**src/rtl/shift_operand_unit.sv**
```systemverilog
// Multi-cycle ARM operand-2 shifter: one shift/rotate step per clock, result latched on completion.
// Define SHIFT_OPERAND_RRX_EN to treat mode 01 ROR #0 as RRX instead of a no-shift pass-through.
module shift_operand_unit (
    input  logic        clk,
    input  logic        reset_n,
    input  logic        start,
    input  logic [1:0]  mode,
    input  logic [1:0]  shiftType,
    input  logic [31:0] value,
    input  logic [7:0]  imm8,
    input  logic [3:0]  rotImm,
    input  logic [4:0]  shiftImm,
    input  logic [7:0]  shiftReg,
    input  logic        carryIn,
    output logic [31:0] out,
    output logic        carryOut,
    output logic        busy,
    output logic        done
);
    localparam logic [1:0] ShLsl = 2'b00;
    localparam logic [1:0] ShLsr = 2'b01;
    localparam logic [1:0] ShAsr = 2'b10;
    localparam logic [1:0] ShRor = 2'b11;

    typedef enum logic [1:0] {StIdle, StShift, StDone} shifterState;

    shifterState stateQ;
    logic [31:0] dataQ;
    logic        carryQ;
    logic [1:0]  typeQ;
    logic        rrxQ;
    logic [5:0]  countQ;
    logic [31:0] outQ;
    logic        carryOutQ;
    logic        busyQ;
    logic        doneQ;

    logic [31:0] loadData;
    logic [1:0]  loadType;
    logic [7:0]  amount;
    logic        loadRrx;
    logic [5:0]  loadCount;
    logic [31:0] stepData;
    logic        stepCarry;

    // Decode the operand fields into a working value, shift kind and step count.
    always_comb begin
        loadData  = value;
        loadType  = shiftType;
        amount    = 8'd0;
        loadRrx   = 1'b0;
        loadCount = 6'd0;
        unique case (mode)
            2'b00: begin
                loadData = {24'd0, imm8};
                loadType = ShRor;
                amount   = {3'd0, rotImm, 1'b0};
            end
            2'b10: amount = shiftReg;
            default: begin
                amount = {3'd0, shiftImm};
                if (shiftImm == 5'd0 && (shiftType == ShLsr || shiftType == ShAsr)) begin
                    amount = 8'd32;
                end
`ifdef SHIFT_OPERAND_RRX_EN
                if (shiftImm == 5'd0 && shiftType == ShRor) begin
                    loadRrx = 1'b1;
                end
`endif
            end
        endcase
        if (loadRrx) begin
            loadCount = 6'd1;
        end else begin
            unique case (loadType)
                ShLsl, ShLsr: loadCount = (amount > 8'd33) ? 6'd33 : amount[5:0];
                ShAsr:        loadCount = (amount > 8'd32) ? 6'd32 : amount[5:0];
                default: begin
                    if (amount == 8'd0) begin
                        loadCount = 6'd0;
                    end else if (amount[4:0] == 5'd0) begin
                        loadCount = 6'd32;
                    end else begin
                        loadCount = {1'b0, amount[4:0]};
                    end
                end
            endcase
        end
    end

    // Single-bit step; RRX pulls the working carry into bit 31.
    always_comb begin
        stepData  = dataQ;
        stepCarry = carryQ;
        if (rrxQ) begin
            stepData  = {carryQ, dataQ[31:1]};
            stepCarry = dataQ[0];
        end else begin
            unique case (typeQ)
                ShLsl: begin
                    stepData  = {dataQ[30:0], 1'b0};
                    stepCarry = dataQ[31];
                end
                ShLsr: begin
                    stepData  = {1'b0, dataQ[31:1]};
                    stepCarry = dataQ[0];
                end
                ShAsr: begin
                    stepData  = {dataQ[31], dataQ[31:1]};
                    stepCarry = dataQ[0];
                end
                default: begin
                    stepData  = {dataQ[0], dataQ[31:1]};
                    stepCarry = dataQ[0];
                end
            endcase
        end
    end

    always_ff @(posedge clk or negedge reset_n) begin
        if (!reset_n) begin
            stateQ    <= StIdle;
            dataQ     <= 32'd0;
            carryQ    <= 1'b0;
            typeQ     <= ShLsl;
            rrxQ      <= 1'b0;
            countQ    <= 6'd0;
            outQ      <= 32'd0;
            carryOutQ <= 1'b0;
            busyQ     <= 1'b0;
            doneQ     <= 1'b0;
        end else begin
            unique case (stateQ)
                StIdle: begin
                    if (start) begin
                        dataQ  <= loadData;
                        carryQ <= carryIn;
                        typeQ  <= loadType;
                        rrxQ   <= loadRrx;
                        countQ <= loadCount;
                        busyQ  <= 1'b1;
                        if (loadCount == 6'd0) begin
                            outQ      <= loadData;
                            carryOutQ <= carryIn;
                            doneQ     <= 1'b1;
                            stateQ    <= StDone;
                        end else begin
                            stateQ <= StShift;
                        end
                    end
                end
                StShift: begin
                    dataQ  <= stepData;
                    carryQ <= stepCarry;
                    countQ <= countQ - 6'd1;
                    // Final step goes straight to the output so latency stays N+1.
                    if (countQ == 6'd1) begin
                        outQ      <= stepData;
                        carryOutQ <= stepCarry;
                        doneQ     <= 1'b1;
                        stateQ    <= StDone;
                    end
                end
                StDone: begin
                    busyQ  <= 1'b0;
                    doneQ  <= 1'b0;
                    stateQ <= StIdle;
                end
                default: stateQ <= StIdle;
            endcase
        end
    end

    assign out      = outQ;
    assign carryOut = carryOutQ;
    assign busy     = busyQ;
    assign done     = doneQ;
endmodule

```
**config.mk**
```make
export PLATFORM = sky130hd
export DESIGN_NAME = shift_operand_unit
export DESIGN_NICKNAME = d
export VERILOG_FILES = /design/src/rtl/shift_operand_unit.sv
export SDC_FILE = /design/constraint.sdc
export NUM_CORES = 1
export LEC_CHECK = 0
export ABC_AREA = 1
export CORE_UTILIZATION = 30
export DETAILED_ROUTE_END_ITERATION = 8
export DONT_BUFFER_PORTS = 1
export GPL_ROUTABILITY_DRIVEN = 0
export HOLD_SLACK_MARGIN = 0.03
export SYNTH_ARGS = -nofsm -noshare
export SYNTH_HDL_FRONTEND = slang
export SYNTH_SLANG_ARGS = --single-unit
```
**constraint.sdc**
```tcl
create_clock -name clk -period 2.69 [get_ports clk]
set_clock_uncertainty 0.1 [all_clocks]
set_input_delay 0 -clock clk [delete_from_list [all_inputs] [get_ports clk]]
set_output_delay 0 -clock clk [all_outputs]
set_load 0.005 [all_outputs]
```
## After elaboration in Yosys (flattened, before gate mapping)

Index checks and enable logic that the tools add are counted.

- Input port bits: 65
- Bits in registers: 77
- Output and inout port bits: 35

- Muxes and demuxes: 33
- Magnitude comparators: 2
- Reduce and logical (&&, ||, !) cells: 20
- Eq/ne operators: 13
- Add/sub/neg operators: 1

Operators with widths:

| kind | number |
|---|---|
| 2-to-1 mux 32 bit | 5 |
| case mux 32 bit (2 select lines) | 2 |
| case mux 32 bit (3 select lines) | 1 |
| 2-to-1 mux 6 bit | 6 |
| case mux 6 bit (2 select lines) | 2 |
| > comparator 8 x 6 -> 1 bit, second input constant | 2 |
| case mux 8 bit (2 select lines) | 1 |
| == test 2 bit, second input constant | 5 |
| zero test 5 bit | 2 |
| == test 2 x 1 -> 1 bit, second input constant | 4 |
| zero test 2 bit | 4 |
| zero test 8 bit | 1 |
| 2-to-1 mux 1 bit | 8 |
| 2-to-1 mux 2 bit | 4 |
| AND reduction 2 bit | 4 |
| AND reduction 4 bit | 2 |
| == test 6 x 1 -> 1 bit, second input constant | 1 |
| zero test 6 bit | 1 |
| inequality test 2 bit, second input constant | 3 |
| subtractor 6 x 1 -> 6 bit, second input constant | 1 |
| case mux 1 bit (2 select lines) | 2 |
| case mux 2 bit (2 select lines) | 1 |
| nonzero test 2 bit | 2 |
| case mux 1 bit (3 select lines) | 1 |
| other kinds (4) | 4 |

## Depth between registers and ports, before layout

Gate-level depths: netlist (run 1).

- Depth after elaboration: 13
- Mapped depth: 14

## Worst setup path before layout (run 1)

No wires, ideal clock.

- Path type: flip-flop to flip-flop
- Start: register typeQ[1]
- End: register dataQ[8]
- Path slack: 0.990 ns
- Required time: 2.456 ns
- Cell stages (with the launch flop): 9
- Data arrival time: 1.466 ns
- Path buffers: 2
- Cells stage by stage: dfrtp_1 -> nor2_1 -> inv_1 -> buf_2 -> clkbuf_1 -> o21ai_0 -> o21ai_0 -> nand2_1 -> o21ai_0

- Word-level cells in the longest chain between the ends: 3
- Elaborated cells on any way between the ends: 5
- Those cells by class: eq/ne (2); mux (2); reduce/logical (1)

RTL lines:

| what | line | source |
|---|---|---|
| from (decl) | 30 | `logic [1:0] typeQ;` |
| from (signal assigned) | 125 | `typeQ <= ShLsl;` |
| from (signal assigned) | 138 | `typeQ <= loadType;` |
| == test 2 bit (tied with other cells) | 99 | `unique case (typeQ)` |
| case mux 32 bit (3 select lines) (*) | 99 |  |
| case mux 32 bit (2 select lines) (*) | 133 | `unique case (stateQ)` |
| to (signal assigned) | 136 | `dataQ <= loadData;` |
| to (signal assigned) | 153 | `dataQ <= stepData;` |
| to (decl) | 28 | `logic [31:0] dataQ;` |

Every way passes the cells marked *; elsewhere a longest branch is shown, timed or not.
A chain may end at the register's enable or synchronous reset.

## Worst setup path in the final report (run 1)

- Start: input port mode[0]
- End: register outQ[11] (netlist: out[11])

- Word-level cells in the longest chain between the ends: 9
- Elaborated cells on any way between the ends: 24
- Those cells by class: order compare (2); eq/ne (4); mux (11); reduce/logical (7)

RTL lines:

| what | line | source |
|---|---|---|
| from (decl) | 7 | `input logic [1:0] mode,` |
| parallel branches: the longest is 9 deep, another holds > comparator 8 x 6 -> 1 bit | - |  |
| to (signal assigned) | 143 | `outQ <= loadData;` |
| to (signal assigned) | 158 | `outQ <= stepData;` |
| to (decl) | 33 | `logic [31:0] outQ;` |

Parallel ways; which one is timed is not known. The select of a mux whose other input is x is not followed.

==> run summary, run 1 <==
Highest-count cells in the layout ignoring fill and taps -> 223 x nand2_1, 80 x o21ai_0, 77 x dfrtp_1, 51 x nor2_1, 51 x dlygate4sd3_1
R2R cell count -> 9
Status -> finished clean
Crit-path most repeated cell -> nand2_1
First-pass GRT wire length -> 19780 um
Critical Path AT -> 2.63 ns
CP max stage delay -> 0.64 ns
Synthesis-stage register bit count -> 77
Pleak -> 0.002512 uW
Crit path kind -> input pin to flip-flop
Worst Max-Slew Pin Slew -> 1.076 ns
Post-synth EDFFs -> 0
Worst hold start -> shiftImm[3]
CTS Buf Count -> 9
Hold path depth -> 8
Hold Path Sink -> countQ[3]$_DFFE_PN0P_
DRC -> 0
Layout cell share with drive strength beyond 1 -> 0.05405
Final setup margin -> 0.2347 ns
Mapped cell area -> 4155 um2
Rel. slew slack -> 0.2822
Clock power share -> 0.199
Flop-to-flop setup slack -> 0.31 ns
Area growth from synthesis to layout -> 23.85%
Combinational Power Share -> 0.461
Top_reg_cell synth -> dfrtp_1
CP cell instances -> dlygate4sd3_1 > nand2_1 > dlygate4sd3_1 > nand3_2 > nand2_1 > nor2_2 > nand2_2 > o21ai_2 > nand2_4 > inv_8 > nand2_1 > nand2_1
Initial Util -> 0.3101
Max-cap violations -> 0
Die width -> 119.7 um
Reg power frac -> 0.341
Clk pin slew, worst setup/hold paths -> 0.06 ns
Syn Inst Count -> 588
Power density of the placed cells -> 1241 nW/um2
Number of global-route vias before repair -> 3967
Final setup violating endpoints -> 0
Gr usage total -> 0.1749
RSZ-0062 raised after global routing -> false
Boundary pin count -> 100
Slowest-stage cell, CP -> dlygate4sd3_1
Chip Height -> 119.7 um
Nets -> 694
P_sw -> 2778 uW
Commonest non-fill, non-tap cell in the layout -> nand2_1
Worst skew pair latency -> 0.34 ns
CP Launch Type -> input pin
Critical Path Fanout Max -> 36
Minimum clock period -> 2.455 ns
Port buffer count -> 0
CTS tree -> built
CTS sink cnt -> 77
Yosys warning count -> 0
Worst r2r src -> stateQ[0]$_DFFE_PN0P_
Period utilization -> 0.9128
Root Buffer -> clkbuf_16
Critical path capture point type -> flip-flop
HPWL Detailed -> 7808 um
Diodes inserted -> 0
Final Total Pwr -> 6387 uW
First drt pass iteration count -> 5
H-tree lvl count -> 3
Peak supply drop -> 0.0003882 V
Pin count of the biggest net entering global routing -> 78
Min-delay worst type -> input pin to flip-flop
Final design utilization -> 0.3840
Ys async rst share -> 1.000
CTS Buffer Depth -> 2
Core Box Area -> 13400 um2
CP required -> 2.86 ns
Post-DRT Antenna Nets -> 0
R2R Path End -> dataQ[3]$_DFFE_PN0P_
Slew Viols, Final -> 0
Iter 0 DRT Violations -> 289
Syn nets -> 655
Filler Cell Count -> 1359
Sw Ratio -> 0.4350
Initial antenna violation count -> 0
Cell variety after synth -> 27
Rows -> 42
WL final -> 11830 um
Syn_area_per_cell -> 7.067 um2
Worst slack, placed -> 0.6150 ns
Via count -> 3927
Sequential area share after synthesis -> 0.4637
Routed len/inst -> 14.70 um
DR vias/cell -> 4.878
Max Freq -> 0.4073 GHz
GRT overflow -> 0
TNS Setup -> 0 ns
Internal -> 3609 uW
Die footprint -> 14330 um2
Final Hold Fails -> 0
-- repair_timing --
action                                 CTS  global route
setup endpoints to repair                0            32
resized for setup                        0             2
hold buffers                            52             0
endpoints found under the hold margin  150             0
setup buffers                            0             0
-- power by group through the flow --
stage                     combinational (uW)  clock (uW)  sequential, uW
final                                   2940        1270            2170
after global routing                    3410        1340            2260
after CTS                               2950        1290            2180
after detailed placement                2710           0            2190
after global placement                  2650           0            2190
after floorplan                         2110           0            2030
-- logic make-up (layout without fill, tap and decap cells) --
kind of cell	count (synthesis)	count (layout)	synth area share
buffers and inverters	71	112	0.07317
DFF	77	77	0.4637
and+or+nand+nor	324	324	0.3138
AOI/OAI and AO/OA	113	113	0.1412
xor gates and xnor gates	1	1	0.002108
adders and majority gates	2	2	0.006021
-- how the worst max path moves through the flow --
stage,startpoint,endpoint,slack [ns],cells after the start
after floorplan,typeQ[1]$_DFFE_PN0P_,dataQ[8]$_DFFE_PN0P_,0.99,8
after global placement,countQ[1]$_DFFE_PN0P_,out[30]$_DFFE_PN0P_,0.69,8
after detailed placement,countQ[1]$_DFFE_PN0P_,out[25]$_DFFE_PN0P_,0.62,8
after CTS,mode[0],out[25]$_DFFE_PN0P_,0.16,12
after global routing,mode[0],out[15]$_DFFE_PN0P_,0.04,12
final,mode[0],out[11]$_DFFE_PN0P_,0.23,12
-- critical path: cells and delay by family --
kind	cells	cell delay (ns)
compound gates	1	0.19
simple gates	8	0.89
buf+inv	3	1.50
-- cell usage after synthesis (2+ instances only) --
cell / n / area (um2)
inv_1: 36 / 135.1
ha_1: 2 / 25.02
nor2_2: 2 / 12.51
buf_1: 2 / 7.510
a21oi_1: 11 / 55.05
buf_2: 4 / 20.02
buf_6: 4 / 45.04
inv_2: 2 / 7.510
nand2_1: 223 / 837.1
nor2_1: 54 / 202.7
o21ai_1: 14 / 70.07
dfrtp_1: 77 / 1927
nor3_1: 2 / 10.01
o21ai_0: 80 / 400.4
nand3_1: 36 / 180.2
clkbuf_1: 22 / 82.58
nand3b_1: 3 / 22.52
o211ai_1: 5 / 37.54
-- per-stage QoR --
step	instances	cell area (um2)	hold WS, ns
CTS	805	5141	0.04389
floorplan	588	4155	-0.3956
detailed placement	740	4300	-0.3922
global placement	740	4300	-0.3901
global route	805	5146	0.08804
finish	805	5146	0.06500
-- flip-flops by register name, indices dropped and copies added (netlist names) --
| name | count |
|---|---|
| countQ | 6 |
| done | 1 |
| out | 32 |
| busy | 1 |
| dataQ | 32 |
| stateQ | 2 |
| carryOut | 1 |
| typeQ | 2 |
-- per-layer routing --
layer  track usage  up-vias  part of all wire
met1        0.2219     1840              0.43
li1              -     1954                 -
met2        0.2735      116              0.47
met3       0.05846       17             0.078
met5             0        -                 0
met4       0.06953        0             0.016
-- layout make-up --
class                           instances  area (um2)  area share
Sequential cell                        77        1927      0.3744
Timing Repair Buffer                   60       610.6      0.1186
Clock inverter                          2       60.06     0.01167
Clock buffer                           11       242.7     0.04717
Multi-Input combinational cell        440        1932      0.3754
Inverter                               39       153.9     0.02991
Tap cell                              176       220.2     0.04279
No activity file was read; power rests on OpenSTA's default activity.
==> inputs of run 2 (changes only) <==
==> constraint.sdc (replaced) <==
create_clock -name clk -period 2.69 [get_ports clk]
set_clock_uncertainty 0.1 [all_clocks]
set_input_delay 0.538 -clock clk [delete_from_list [all_inputs] [get_ports clk]]
set_output_delay 0.538 -clock clk [all_outputs]
set_load 0.005 [all_outputs]
==> run 2 against run 1 <==
Sequential power about the same. Non-clock buffer count is 47 lower. Global-route usage is 0.21 points lower. Worst setup slack gained 0.35 ns. Clock power increased by 9%. Flip-flop and latch count stayed put. Routed wire length shrank 0.25%. Worst hold slack improved by 0.28 ns. Sequential share of layout area rose by 3.7 points. Final cell count is 5.5% lower. Design area down 8.9%. Critical endpoint is now out[30]$_DFFE_PN0P_. Largest cell class unchanged. Largest power group unchanged.
==> run summary, run 2 (synthesis results as in run 1) <==
Status -> finished clean
Final setup margin -> 0.5885 ns
HPWL Detailed -> 7960 um
Initial antenna violation count -> 0
H-tree lvl count -> 3
Core Box Area -> 13400 um2
Post-DRT Antenna Nets -> 0
Worst r2r src -> stateQ[0]$_DFFE_PN0P_
Critical Path Fanout Max -> 33
CTS tree -> built
CTS Buf Count -> 9
Rows -> 42
Worst hold start -> carryIn
Iter 0 DRT Violations -> 235
Slowest-stage cell, CP -> nor2_4
CP startpoint -> mode[0]
Crit path kind -> input pin to flip-flop
Final hold slack -> 0.3486 ns
WL final -> 11800 um
DRC -> 0
Period utilization -> 0.7812
WP buf/inv -> 1
Nets -> 647
Min-delay worst type -> input pin to flip-flop
Layout cell share with drive strength beyond 1 -> 0.07009
Pin count of the biggest net entering global routing -> 78
Max Freq -> 0.4759 GHz
Final Hold Fails -> 0
Filler Cell Count -> 1407
CP cell instances -> nor2_4 > nand2_1 > nand3_2 > nand2_1 > nor2_2 > nand2_2 > o21ai_2 > nand2_4 > inv_4 > nand2_1 > nand2_1
Port buffer count -> 0
Peak supply drop -> 0.0004577 V
DR vias/cell -> 4.967
Critical path capture point type -> flip-flop
Chip Height -> 119.7 um
Minimum clock period -> 2.101 ns
Routed len/inst -> 15.51 um
RSZ-0062 raised after global routing -> false
Area post-placement -> 4310 um2
Worst Max-Slew Pin Slew -> 0.5434 ns
Pleak -> 0.002330 uW
Boundary pin count -> 100
First-pass GRT wire length -> 19420 um
Initial Util -> 0.3101
Worst skew pair latency -> 0.34 ns
Clk pin slew, worst setup/hold paths -> 0.06 ns
CP Launch Type -> input pin
Worst slack, placed -> 0.2695 ns
Rel. slew slack -> 0.6374
Area growth from synthesis to layout -> 12.80%
Gr usage total -> 0.1728
Die footprint -> 14330 um2
Highest-count cells in the layout ignoring fill and taps -> 223 x nand2_1, 80 x o21ai_0, 77 x dfrtp_1, 51 x nor2_1
CTS Buffer Depth -> 2
Setup bufs post-CTS -> 0
Max-cap violations -> 0
CTS sink cnt -> 77
Root Buffer -> clkbuf_16
Power density of the placed cells -> 1349 nW/um2
Via count -> 3780
Final setup violating endpoints -> 0
Top delay family on crit path -> simple AND/OR/NAND/NOR gates
Final std cell area, no fill -> 4687 um2
CP max stage delay -> 0.33 ns
Multi-input gate area -> 1932 um2
TNS Setup -> 0 ns
First drt pass iteration count -> 4
CP required -> 2.87 ns
Crit-path most repeated cell -> nand2_1
Final design utilization -> 0.3498
Die width -> 119.7 um
Diodes inserted -> 0
Commonest non-fill, non-tap cell in the layout -> nand2_1
Slew Viols, Final -> 0
GRT overflow -> 0
Number of global-route vias before repair -> 3815
Register area -> 1927 um2
Critical Path AT -> 2.28 ns
-- run 2: cell types whose count changed in the layout (fill, tap and decap cells not counted), sizes merged --
cell,before,now
buf,9,12
bufinv,2,3
clkbuf,11,9
clkinv,0,4
dlygate4sd3,51,1
-- run 2: final cells by class --
type                    instances  area share
clock buffers                   9     0.04805
clock inverters                 7     0.02429
inverters                      39     0.03177
multi-input cells             440      0.4122
flip-flops and latches         77      0.4111
well taps                     176     0.04698
repair buffers                 13     0.02563
-- run 2: stage by stage --
stage                     cells  power (uW)
after detailed placement    743        4913
final                       761        6321
after global placement      743        4838
after global routing        761        6930
after CTS                   761        6371
after floorplan             588        4147
-- run 2: report_power, final --
part	switching (uW)	internal, uW
registers	442	1730
logic	1860	900
clock network	485	903
-- run 2: worst paths after layout --
| kind | endpoint | slack [ns] | cells after the start |
|---|---|---|---|
| max | out[30]$_DFFE_PN0P_ | 0.59 | 11 |
| min | carryOut$_DFFE_PN0P_ | 0.35 | 4 |
| max reg2reg | dataQ[5]$_DFFE_PN0P_ | 0.80 | 8 |
| min reg2reg | dataQ[11]$_DFFE_PN0P_ | 0.40 | 2 |
| max in group asynchronous | dataQ[10]$_DFFE_PN0P_ | 1.47 | 2 |
| min in group asynchronous | countQ[1]$_DFFE_PN0P_ | 0.70 | 2 |
-- run 2: worst register-to-register path, stage by stage (launching register included) --
cell     delay [ns]
dfrtp_1        0.40
inv_1          0.12
nor2_2         0.06
inv_1          0.07
buf_4          0.42
o21ai_0        0.18
o21ai_0        0.28
nand2_1        0.10
o21ai_1        0.09
-- run 2: repair_timing --
item | 4_1_cts | 5_1_grt
gates resized for setup | 0 | 0
hold buffers | 2 | 0
hold endpoints to repair | 77 | 0
-- run 2: metal layers --
layer,part of all wire,GRT usage,routed length [um],vias up
li1,-,-,-,1859
met1,0.43,0.2093,5036,1775
met2,0.47,0.2818,5534,126
met3,0.087,0.05846,1021,20
met4,0.018,0.06797,209,0
met5,0,0,0,-
==> inputs of run 3 (changes only) <==
ABC_AREA = 0   (was 1)
clock period = 1.9 ns   (was 2.69 ns; I/O delays follow)
==> run 3 against run 2 <==
The flow now finishes with violations (negative hold slack, negative setup slack). Sequential share of layout area shrank 14 points. Die area is 27% higher. Combinational power up 91%. Final cell count rose by 11%.
==> run summary, run 3 <==
TNS Setup -> -1.203 ns
Count leader, synth -> dfrtp_1
Final setup margin -> -0.07772 ns
R2R Path End -> out[7]$_DFFE_PN0P_
Die width -> 135.0 um
Placed Cells -> 816
Root Buffer -> clkbuf_16
Register area -> 1927 um2
Syn nets -> 636
Worst r2r src -> countQ[1]$_DFFE_PN0P_
Final design utilization -> 0.4150
Iter 0 DRT Violations -> 412
H-tree lvl count -> 3
Cell variety after synth -> 51
DR vias/cell -> 5.884
CP startpoint -> countQ[1]$_DFFE_PN0P_
Worst Max-Slew Pin Slew -> 0.5057 ns
Synth Area in Adders -> 0.004718
Flop-to-flop setup slack -> -0.08 ns
Initial antenna violation count -> 0
Failing checks -> negative hold slack, negative setup slack
R2R cell count -> 10
Slew Viols, Final -> 0
Filler Cell Count -> 1632
Area growth from synthesis to layout -> 35.34%
Final hold slack -> -0.3742 ns
Highest-count cells in the layout ignoring fill and taps -> 77 x dfrtp_1, 62 x buf_4, 61 x nor2_1, 33 x mux2_2, 33 x nand4_1
CP max stage delay -> 0.40 ns
Minimum clock period -> 1.978 ns
Port buffer count -> 0
First drt pass iteration count -> 5
Pleak -> 0.002978 uW
Max Freq -> 0.5056 GHz
First-pass GRT wire length -> 25250 um
Worst slack, placed -> -0.3982 ns
Fraction of synthesized area in multiplexers -> 0.1248
Layout cell share with drive strength beyond 1 -> 0.4510
Worst skew pair latency -> 0.35 ns
Nets -> 685
Routed len/inst -> 20.98 um
Die footprint -> 18220 um2
Crit path kind -> flip-flop to flip-flop
Critical path capture point type -> flip-flop
Sw Ratio -> 0.4041
Critical Path AT -> 2.10 ns
Synth Area in XOR/XNOR -> 0
Largest family of logic cells by synthesized area -> compound AO/OA/AOI/OAI gates
Simple-Gate Fraction of Synth Area -> 0.1949
Compound-Gate Fraction of Synth Area -> 0.2602
Top_reg_cell synth -> dfrtp_1
CP cell instances -> inv_2 > ha_4 > nand2b_4 > nor4_4 > buf_6 > nand2_8 > clkbuf_16 > nand3_1 > o221a_4 > o211ai_2
CTS tree -> built
Combinational Power Share -> 0.536
RSZ-0062 raised after global routing -> true
Initial Util -> 0.3066
Worst Setup EP -> out[7]$_DFFE_PN0P_
Clock power share -> 0.191
Status -> finished, violations left
Clk pin slew, worst setup/hold paths -> 0.07 ns
Final setup violating endpoints -> 31
Rel. slew slack -> 0.6621
Leading area contributor after synthesis -> dfrtp_1
Rows -> 48
Syn_area_per_cell -> 9.321 um2
Chip Height -> 135.0 um
Critical Path Fanout Max -> 7
Core Box Area -> 17300 um2
Commonest non-fill, non-tap cell in the layout -> dfrtp_1
Finished Layout Cells -> 848
CTS Buffer Depth -> 2
Synth area leaders -> dfrtp_1 36%, mux2_2 7.0%, o211ai_2 6.8%, o221a_2 6.8%, nor2_1 4.5%
Syn Inst Count -> 569
Mapped cell area -> 5304 um2
CP Launch Type -> flip-flop
Post-synth top area share -> 0.3633
Multi-input gate area -> 3592 um2
Post-DRT Antenna Nets -> 0
DRC -> 0
HPWL Detailed -> 10930 um
Gr usage total -> 0.1762
CP required -> 2.02 ns
CTS sink cnt -> 77
Internal -> 5881 uW
Via count -> 4990
Sequential area share after synthesis -> 0.3633
Diodes inserted -> 0
Power density of the placed cells -> 1375 nW/um2
Synthesis-stage register bit count -> 77
Most instantiated cells after synthesis -> 77 x dfrtp_1, 64 x nor2_1, 56 x nand2_1
Number of global-route vias before repair -> 4745
Slowest-stage cell, CP -> dfrtp_1
Post-synth EDFFs -> 0
P_sw -> 3987 uW
Boundary pin count -> 100
Reg power frac -> 0.273
WL final -> 17790 um
GRT overflow -> 0
Peak supply drop -> 0.0005466 V
Max-cap violations -> 0
Pin count of the biggest net entering global routing -> 78
Final Hold Fails -> 77
Yosys warning count -> 0
CTS Buf Count -> 9
Min-delay worst type -> input pin to asynchronous set/reset pin
Ys async rst share -> 1.000
Period utilization -> 1.041
## run 3: critical path: cells and delay by family (launching register included)
family | cells | cell delay (ns)
AND/OR/NAND/NOR | 4 | 0.48
adder cells (fa/ha/maj) | 1 | 0.14
AO/OA/AOI/OAI | 2 | 0.27
flip-flops | 1 | 0.40
buffers and inverters | 3 | 0.48
## run 3: area by class of cell
type / instances / share of cell area
well taps: 225 / 0.03922
repair buffers: 91 / 0.1452
multi-input cells: 434 / 0.5004
flip-flops and latches: 77 / 0.2684
clock buffers: 10 / 0.03190
inverters: 5 / 0.002615
clock inverters: 6 / 0.01220
## run 3: cell families (layout without fill, tap and decap cells)
family,count (synthesis),in the layout
buffers and inverters,60,112
DFF,77,77
and+or+nand+nor,216,218
adders and majority gates,2,2
muxes,55,55
AOI/OAI and AO/OA,159,159
## run 3: worst min path at each step
stage | startpoint | slack (ns) | end
after floorplan | reset_n | -0.02 | busy$_DFFE_PN0P_
after global placement | reset_n | -0.01 | out[26]$_DFFE_PN0P_
after detailed placement | reset_n | -0.01 | out[26]$_DFFE_PN0P_
after CTS | reset_n | -0.39 | out[1]$_DFFE_PN0P_
after global routing | reset_n | -0.39 | out[23]$_DFFE_PN0P_
final | reset_n | -0.37 | out[23]$_DFFE_PN0P_
## run 3: what timing repair did
action	in CTS	in global routing
endpoints found under the setup margin	57	38
gates resized for setup	22	75
buffers inserted	1	2
pin swaps	2	7
cloned	2	11
endpoints found under the hold margin	77	77
## run 3: power groups by stage
| stage | clock (uW) | sequential [uW] | combinational [uW] |
|---|---|---|---|
| floorplan | 0 | 2500 | 3100 |
| global placement | 0 | 2640 | 4350 |
| detailed placement | 0 | 2670 | 4530 |
| CTS | 1920 | 2660 | 4650 |
| global route | 1980 | 2770 | 5730 |
| finish | 1880 | 2700 | 5280 |
## run 3: per-stage QoR
stage | cell area, um2 | total power [uW]
CTS | 6563 | 9231
floorplan | 5344 | 5597
global placement | 6113 | 6984
finish | 7178 | 9868
global route | 7178 | 10480
detailed placement | 6113 | 7198
## run 3: metal layers
layer	global-route usage	share of wire	up-vias
met1	0.2130	0.41	2523
met2	0.2998	0.50	164
li1	-	-	2278
met4	0.05243	0.021	0
met5	0	0	-
met3	0.05368	0.073	25
